$ cat config.mk
export PLATFORM = sky130hd
export DESIGN_NAME = fetch_ctrl_flat
export DESIGN_NICKNAME = d
export VERILOG_FILES = /design/src/rtl/fetch_ctrl_pkg.sv /design/src/rtl/fetch_ctrl_if.sv /design/src/rtl/fetch_ctrl_out_slot.sv /design/src/rtl/fetch_ctrl.sv /design/src/flat_wrapper.sv
export SDC_FILE = /design/constraint.sdc
export NUM_CORES = 1
export LEC_CHECK = 0
export BUFFER_PORTS_ARGS = -buffer_cell sky130_fd_sc_hd__buf_2
export CORE_MARGIN = 4
export CORE_UTILIZATION = 56
export CTS_BUF_LIST = sky130_fd_sc_hd__clkbuf_8 sky130_fd_sc_hd__clkbuf_16
export DETAILED_ROUTE_END_ITERATION = 8
export PLACE_DENSITY = 0.93
export SLEW_MARGIN = 0
export SYNTH_ARGS = -nofsm -noshare
export SYNTH_HDL_FRONTEND = slang
export SYNTH_SLANG_ARGS = --single-unit
$ cat constraint.sdc
create_clock -name clock -period 8.64 [get_ports clock]
set_input_delay 1.728 -clock clock [delete_from_list [all_inputs] [get_ports clock]]
set_output_delay 1.728 -clock clock [all_outputs]
set_load 0.03 [all_outputs]
$ cat src/rtl/fetch_ctrl_pkg.sv
// Shared types and default sizes for the instruction-fetch sequencer.
package fetch_ctrl_pkg;

    localparam int FETCH_ADDR_W = 32;
    localparam int FETCH_INST_W = 32;
    localparam int FETCH_NBYTES = 4;

    typedef enum logic [1:0] {
        FETCH_IDLE = 2'd0,
        FETCH_RUN  = 2'd1,
        FETCH_HOLD = 2'd2
    } fetch_state_e;

endpackage

$ cat src/rtl/fetch_ctrl_if.sv
// Byte-wide memory read port between the fetch sequencer (master) and memory (slave).
interface fetch_ctrl_if #(
    parameter int ADDR_W = fetch_ctrl_pkg::FETCH_ADDR_W
);
    logic              mem_req_o;
    logic [ADDR_W-1:0] mem_addr_o;
    logic              mem_grant_i;
    logic [7:0]        mem_data_i;

    modport master (output mem_req_o, output mem_addr_o, input mem_grant_i, input mem_data_i);
    modport slave  (input mem_req_o, input mem_addr_o, output mem_grant_i, output mem_data_i);
endinterface

$ cat src/rtl/fetch_ctrl_out_slot.sv
// One-entry output register towards IF/ID: flush beats load, load beats drain.
module fetch_ctrl_out_slot #(
    parameter int ADDR_W = fetch_ctrl_pkg::FETCH_ADDR_W,
    parameter int INST_W = fetch_ctrl_pkg::FETCH_INST_W
) (
    input  logic              clock,
    input  logic              reset,
    input  logic              load_i,
    input  logic              flush_i,
    input  logic              drain_i,
    input  logic [INST_W-1:0] data_i,
    input  logic [ADDR_W-1:0] pc_i,
    output logic              valid_o,
    output logic [INST_W-1:0] data_o,
    output logic [ADDR_W-1:0] pc_o
);
    logic              valid_q, valid_d;
    logic [INST_W-1:0] data_q, data_d;
    logic [ADDR_W-1:0] pc_q, pc_d;

    always_comb begin
        // NOTE: every output of a combinational block gets a default first, so no path infers a latch.
        valid_d = valid_q;
        data_d  = data_q;
        pc_d    = pc_q;
        if (flush_i) begin
            valid_d = 1'b0;
        end else if (load_i) begin
            valid_d = 1'b1;
            data_d  = data_i;
            pc_d    = pc_i;
        end else if (drain_i) begin
            valid_d = 1'b0;
        end
    end

    // NOTE: state registers use non-blocking assignments so every flop samples pre-edge values.
    always_ff @(posedge clock or posedge reset) begin
        if (reset) begin
            valid_q <= 1'b0;
            data_q  <= '0;
            pc_q    <= '0;
        end else begin
            valid_q <= valid_d;
            data_q  <= data_d;
            pc_q    <= pc_d;
        end
    end

    assign valid_o = valid_q;
    assign data_o  = data_q;
    assign pc_o    = pc_q;
endmodule

$ cat src/rtl/fetch_ctrl.sv
// Fetches a little-endian instruction as serial byte reads at the current PC and
// hands it to IF/ID, stalling the PC register until the word is accepted.
module fetch_ctrl
    import fetch_ctrl_pkg::*;
#(
    parameter int ADDR_W = FETCH_ADDR_W,
    parameter int INST_W = FETCH_INST_W,
    parameter int NBYTES = FETCH_NBYTES
) (
    input  logic              clock,
    input  logic              reset,
    input  logic [ADDR_W-1:0] pc_cur_i,
    input  logic              br,
    input  logic              stall_id,
    fetch_ctrl_if.master      mem,
    output logic              stall_pc_o,
    output logic              inst_valid_o,
    output logic [INST_W-1:0] inst_o,
    output logic [ADDR_W-1:0] inst_pc_o
);
    localparam int CNT_W = (NBYTES > 1) ? $clog2(NBYTES) : 1;
    localparam logic [CNT_W-1:0] LAST_BYTE = CNT_W'(NBYTES - 1);

    fetch_state_e      state_q, state_d;
    logic [CNT_W-1:0]  cnt_q, cnt_d;
    logic [INST_W-1:0] buf_q, buf_d;
    logic [INST_W-1:0] asm_word;
    logic              complete;
    logic              load;

    // The last byte bypasses the buffer so the word can load in its completing cycle.
    always_comb begin
        asm_word = buf_q;
        if (state_q == FETCH_RUN) asm_word[INST_W-8 +: 8] = mem.mem_data_i;
    end

    assign complete       = (state_q == FETCH_RUN) && mem.mem_grant_i && (cnt_q == LAST_BYTE);
    assign load           = (complete || (state_q == FETCH_HOLD)) && (!inst_valid_o || !stall_id) && !br;
    assign stall_pc_o     = !load;
    assign mem.mem_req_o  = (state_q == FETCH_RUN) && !br;
    assign mem.mem_addr_o = pc_cur_i + ADDR_W'(cnt_q);

    always_comb begin
        state_d = state_q;
        cnt_d   = cnt_q;
        buf_d   = buf_q;
        if (br) begin
            state_d = FETCH_RUN;
            cnt_d   = '0;
        end else begin
            case (state_q)
                FETCH_IDLE: state_d = FETCH_RUN;
                FETCH_RUN: begin
                    if (mem.mem_grant_i) begin
                        buf_d[{cnt_q, 3'b000} +: 8] = mem.mem_data_i;
                        if (cnt_q == LAST_BYTE) begin
                            cnt_d   = '0;
                            state_d = load ? FETCH_RUN : FETCH_HOLD;
                        end else begin
                            cnt_d = cnt_q + 1'b1;
                        end
                    end
                end
                FETCH_HOLD: if (load) state_d = FETCH_RUN;
                default:    state_d = FETCH_IDLE;
            endcase
        end
    end

    // NOTE: the assembly buffer is reset too; it is only one word, and a defined value keeps X out of inst_o.
    always_ff @(posedge clock or posedge reset) begin
        if (reset) begin
            state_q <= FETCH_IDLE;
            cnt_q   <= '0;
            buf_q   <= '0;
        end else begin
            state_q <= state_d;
            cnt_q   <= cnt_d;
            buf_q   <= buf_d;
        end
    end

    fetch_ctrl_out_slot #(
        .ADDR_W (ADDR_W),
        .INST_W (INST_W)
    ) u_slot (
        .clock   (clock),
        .reset   (reset),
        .load_i  (load),
        .flush_i (br),
        .drain_i (!stall_id),
        .data_i  (asm_word),
        .pc_i    (pc_cur_i),
        .valid_o (inst_valid_o),
        .data_o  (inst_o),
        .pc_o    (inst_pc_o)
    );
endmodule
$ cat src/flat_wrapper.sv
// flat-port wrapper written by rule: the top's interface ports become plain ports
module fetch_ctrl_flat import fetch_ctrl_pkg::*;
#(
    parameter int ADDR_W = FETCH_ADDR_W,
    parameter int INST_W = FETCH_INST_W,
    parameter int NBYTES = FETCH_NBYTES
)
  (clock, reset, pc_cur_i, br, stall_id, stall_pc_o, inst_valid_o, inst_o, inst_pc_o, mem_mem_req_o, mem_mem_addr_o, mem_mem_grant_i, mem_mem_data_i);
  fetch_ctrl_if #(.ADDR_W(ADDR_W)) mem_i ();
  input  logic clock;
  input  logic reset;
  input  logic [ADDR_W-1:0] pc_cur_i;
  input  logic br;
  input  logic stall_id;
  output logic stall_pc_o;
  output logic inst_valid_o;
  output logic [INST_W-1:0] inst_o;
  output logic [ADDR_W-1:0] inst_pc_o;
  output wire logic [$bits(mem_i.mem_req_o)-1:0] mem_mem_req_o;
  output wire logic [$bits(mem_i.mem_addr_o)-1:0] mem_mem_addr_o;
  input wire logic [$bits(mem_i.mem_grant_i)-1:0] mem_mem_grant_i;
  input wire logic [$bits(mem_i.mem_data_i)-1:0] mem_mem_data_i;
  assign mem_mem_req_o = mem_i.mem_req_o;
  assign mem_mem_addr_o = mem_i.mem_addr_o;
  assign mem_i.mem_grant_i = mem_mem_grant_i;
  assign mem_i.mem_data_i = mem_mem_data_i;
  fetch_ctrl #(.ADDR_W(ADDR_W), .INST_W(INST_W), .NBYTES(NBYTES)) u_core (.clock(clock), .reset(reset), .pc_cur_i(pc_cur_i), .br(br), .stall_id(stall_id), .mem(mem_i), .stall_pc_o(stall_pc_o), .inst_valid_o(inst_valid_o), .inst_o(inst_o), .inst_pc_o(inst_pc_o));
endmodule
# Yosys cells after proc, flatten, opt, wreduce, memory -nomap -nowiden
# Index checks and enable logic that the tools add are counted.
op_classes:
  addsub: 3
  eq_ne: 7
  n_shift: 2
  n_mux: 15
  bitwise: 1
  n_reduce_logical: 18
ops:
  columns: ["cell", "count"]
  rows:
  - ["32-bit by 2-bit adder with 32-bit output", 1]
  - ["32-bit bitwise mux", 1]
  - ["8-bit by 7-bit variable shift with 32-bit output, first input constant", 1]
  - ["8-bit by 7-bit variable part select with 32-bit output", 1]
  - ["2-bit two-way mux", 9]
  - ["8-bit two-way mux", 1]
  - ["5-bit negator with 7-bit output", 1]
  - ["3-bit by 2-bit inequality test with 1-bit output, second input constant", 2]
  - ["3-bit inequality test, second input constant", 2]
  - ["2-bit case mux with 3 select lines", 1]
  - ["3-bit AND reduction", 2]
  - ["1-bit logical AND", 5]
  - ["2-bit == test, second input constant", 2]
  - ["1-bit zero test", 4]
  - ["2-bit AND reduction", 2]
  - ["2-bit nonzero test", 2]
  - ["1-bit two-way mux", 3]
  - ["2-bit by 1-bit adder with 2-bit output, second input constant", 1]
  - ["2-bit by 1-bit == test with 1-bit output, second input constant", 1]
  - ["2-bit zero test", 1]
  - ["1-bit logical OR", 2]
  - ["1-bit inverter", 1]
word_totals:
  regBits: 101
  input_bits: 45
  output_inout_bits: 99
  word_cells: 52

# Logic depth before layout (Yosys ltp)
depth:
  depth_word: 11
  depth_mapped: 7
  ltp_nobuf: 7

# Modules after synthesis
# Synthesis repeated with hierarchy kept, for this count alone.
hier_totals:
  cells_unflattened: 423
  area_unflattened_um2: 5062.4
by_module_without_submodules:
  columns: ["mod", "n_inst", "cells_per_inst", "area_each_um2", "seq_area_each_um2"]
  rows:
  - ["fetch_ctrl_out_slot", 1, 141, 2745.1, 1626.6]
  - ["fetch_ctrl", 1, 282, 2317.2, 900.9]

# Worst setup path after synthesis
# Ideal clock, no wire load.
synth_timing:
  path_kind: "input -> output"
  startpoint: "input pc_cur_i[0]"
  endpoint: "output mem_mem_addr_o[30]"
  arrival_ns: 3.556
  required_time_ns: 6.912
  slack_ns: 3.356
  cell_stages: 7
  n_path_buf: 0
  cell_sequence: "ha_1 > inv_1 > fa_1 > and2b_2 > nand4_4 > nor4_4 > xor2_1"
synth_between:
  elab_chain_cells: 1
synth_rtl:
  columns: ["item", "line", "source"]
  rows:
  - ["from (decl)", "flat_wrapper.sv:12", "input logic [ADDR_W-1:0] pc_cur_i;"]
  - ["32-bit by 2-bit adder with 32-bit output", "fetch_ctrl.sv:41", "assign mem.mem_addr_o = pc_cur_i + ADDR_W'(cnt_q);"]
  - ["to (decl)", "flat_wrapper.sv:20", "output wire logic [$bits(mem_i.mem_addr_o)-1:0] mem_mem_addr_o;"]
# No other way between the ends.

# Worst setup path after layout
# Same ends and word-level chain as after synthesis.

==> flow_metrics.tcl <==
set metrics [dict create \
    status "completed" \
    p_leak_nw 3.02 \
    period_minus_slack_ns 5.40 \
    synth.yosys.seq_area_share 0.499 \
    post_cts_hold_buffer_count 0 \
    grt_antenna_before_repair 0 \
    final.period_utilization 0.625 \
    peakVddDrop_mv 0.106 \
    worst_skew_pair.late_latency_ns 0.35 \
    grt_use_total 0.221 \
    critical_path.reg2reg.startpoint "u_core.cnt_q[0]" \
    finalHoldWorstSlack_ns 0.487 \
    floorplan.die.height_um 103 \
    synth_fp_nets 479 \
    startpoint_to_endpoint_class_of_the_critical_path "input port to primary output" \
    floorplan.die.width_um 103 \
    area_share_of_the_leading_cell_type_in_the_synthesized_netlist 0.499 \
    finalWeightedCongestion 0.889 \
    vias_in_the_first_global_route 3823 \
    setup.worst_path.end_class "primary output" \
    drt-wirelength-per-cell_um 16.8 \
    effective_utilization_at_floorplan 0.578 \
    finalNetCount 619 \
    syn_inst 426 \
    numCtsBuffers 9 \
    syn_area_um2 5070 \
    rsz_0062_raised_after_global_routing "false" \
    min_to "u_core.buf_q[0]" \
    power-per-cell-area_nw_per_um2 182 \
    hold_start "u_core.buf_q[0]" \
    synth-seq-cells 101 \
    synthToLayoutAreaGrowth_pct 18.2 \
    pin_count 144 \
    post_synth_main_area_contributors "dfrtp_1, mux2_4, nand2_1" \
    worst_pin_slew_ns 1.08 \
    global_route_wire_length_before_repair_um 18400 \
    ff2ff_setup_slack_ns 5.83 \
    number_of_setup_buffers_added_after_cts 0 \
    drtPass1Iterations 4 \
    slew_headroom 0.282 \
    fp.dieArea_um2 10600 \
    final_layout_size_suffix_gt1_frac 0.412 \
    ys_warn_count 0 \
    critPathArrivalTime_ns 3.67 \
    globalRoute.totalOverflow 0 \
    post_cts.resized_instances 0 \
    postSynth.asyncResetShare 1.00 \
    min_path_cells 2 \
    synth_top_area_cell "dfrtp_1" \
    dr.first_iter.drc_count 136 \
    place_hpwl_um 8800 \
    hold_viol_final 0 \
    synth_edf_count 0 \
    rr_endpoint "u_core.u_slot.data_o[0]" \
    finalClockSkew_ns 0.0127 \
    htreeDepth 3 \
    maxClockFrequency_mhz 185 \
    via_to_cell_ratio 5.49 \
    pin_count_of_the_biggest_net_entering_global_routing 89 \
    core_region_area_um2 8760 \
    start_kind "input port" \
    synth_ff_type "dfrtp_1" \
    cp_max_fo 10 \
    yosys.cell_types.count 40 \
    cts.sinks 101 \
    drv_slew 0 \
    clockBufferDepth 2 \
    route.vias.total 3730 \
    crit_required_ns 6.91 \
    placementRows 34 \
    path_clk_slew_ns 0.09 \
    max_cap_viol_count 0 \
    antenna_violating_nets_post_route 0 \
    setup_viol 0 \
    antenna_cells_inserted 0 \
    cts-root-buf "clkbuf_8" \
    route.detailed.drc 0 \
    port-buffer-count 143 \
    worstRegToRegCells 5 \
    tritoncts "built" \
    timing.hold.worst.class "flop to flop" \
    synthesized_area_divided_by_synthesized_cell_count_um2 11.9 \
    final.setup.tns_ns 0 \
    total_wire_length_um 11400 \
]
## critical path, cell delays in order
cell and delay (ns):
buf_2 0.09, ha_1 0.16, inv_1 0.06, fa_1 0.40
and2b_2 0.31, nand4_4 0.21, nor4_4 0.32, xor2_1 0.17
buf_2 0.22
## area by class of cell
cell class,instances,area (um^2)
multi-input cells,298,2370
inverters,11,43.8
repair buffers,145,731
well taps,108,135
clock inverters,7,57.6
flip-flops and latches,101,2530
fillers,669,2780
clock buffers,9,124
## logic make-up after synthesis
kind of cell | Yosys count | synth area share
and+or+nand+nor | 149 | 0.163
AOI/OAI and AO/OA | 46 | 0.0489
adders and majority gates | 8 | 0.0212
DFF | 101 | 0.499
xor gates and xnor gates | 30 | 0.0519
muxes | 65 | 0.182
buffers and inverters | 27 | 0.0351
## sequential cells by signal, summed over array words and instances (netlist names)
name,flops
u_core.buf_q,32
u_core.u_slot.data_o,32
u_core.state_q,2
u_core.u_slot.pc_o,32
u_core.u_slot.valid_o,1
u_core.cnt_q,2
## cell usage in the layout (no fill, tap or decap), types with 3 or more instances in the layout
| cell | n |
|---|---|
| buf_2 | 143 |
| mux2i_1 | 9 |
| o21ai_0 | 32 |
| nor3_2 | 4 |
| mux2_2 | 3 |
| a21oi_1 | 10 |
| dfrtp_1 | 101 |
| xor2_1 | 17 |
| inv_1 | 10 |
| nor3_1 | 9 |
| and4_1 | 5 |
| clkbuf_8 | 9 |
| ha_1 | 7 |
| nand2_1 | 80 |
| xnor2_1 | 13 |
| mux2_4 | 53 |
| nand4_1 | 5 |
| nand3_1 | 8 |
| nor3b_1 | 3 |
| nor4_4 | 3 |
| nor2_1 | 16 |
## power breakdown
part	switching, mW	internal [mW]
Sequential	0.0273	0.518
Combinational	0.175	0.0923
Clock	0.166	0.109
Total	0.367	0.719
## per-stage QoR
step / setup slack, ns / power, mW / area (um^2) / cells / utilization
after floorplan: 3.36 / 0.730 / 5070 / 426 / -
after global placement: 3.32 / 0.813 / 5810 / 663 / 0.662
after detailed placement: 3.22 / 0.823 / 5810 / 663 / 0.662
after CTS: 3.22 / 1.10 / 5990 / 679 / 0.683
after global routing: 3.11 / 1.14 / 5990 / 679 / 0.683
final: 3.24 / 1.09 / 5990 / 679 / 0.683
## routing by layer
metal	global-route usage	vias to the layer above	wire, um	part of all wire
met5	0	-	0	0
met4	0.0737	0	227	0.020
met3	0.0386	23	419	0.037
met2	0.376	103	6120	0.53
met1	0.288	1858	4680	0.41
li1	-	1746	-	-
## Yosys cell counts, types with 5 or more instances
library cell	n
clkbuf_1	5
buf_6	10
mux2_4	53
dfrtp_1	101
nand3_1	8
nor2_1	16
and4_1	5
o21ai_0	32
xnor2_1	13
inv_1	11
xor2_1	17
nand2_1	80
ha_1	7
nor3_1	9
nand4_1	5
mux2i_1	9
a21oi_1	10
## worst max path at each step
stage / to / slack, ns / cells past startpoint / start
6_report: mem_mem_addr_o[30] / 3.24 / 9 / pc_cur_i[0]
4_1_cts: mem_mem_addr_o[30] / 3.22 / 9 / pc_cur_i[0]
3_5_place_dp: mem_mem_addr_o[30] / 3.22 / 9 / pc_cur_i[0]
5_1_grt: mem_mem_addr_o[30] / 3.11 / 9 / pc_cur_i[0]
3_3_place_gp: mem_mem_addr_o[30] / 3.32 / 9 / pc_cur_i[0]
2_1_floorplan: mem_mem_addr_o[30] / 3.36 / 7 / pc_cur_i[0]
No activity file was read; power rests on OpenSTA's default activity.
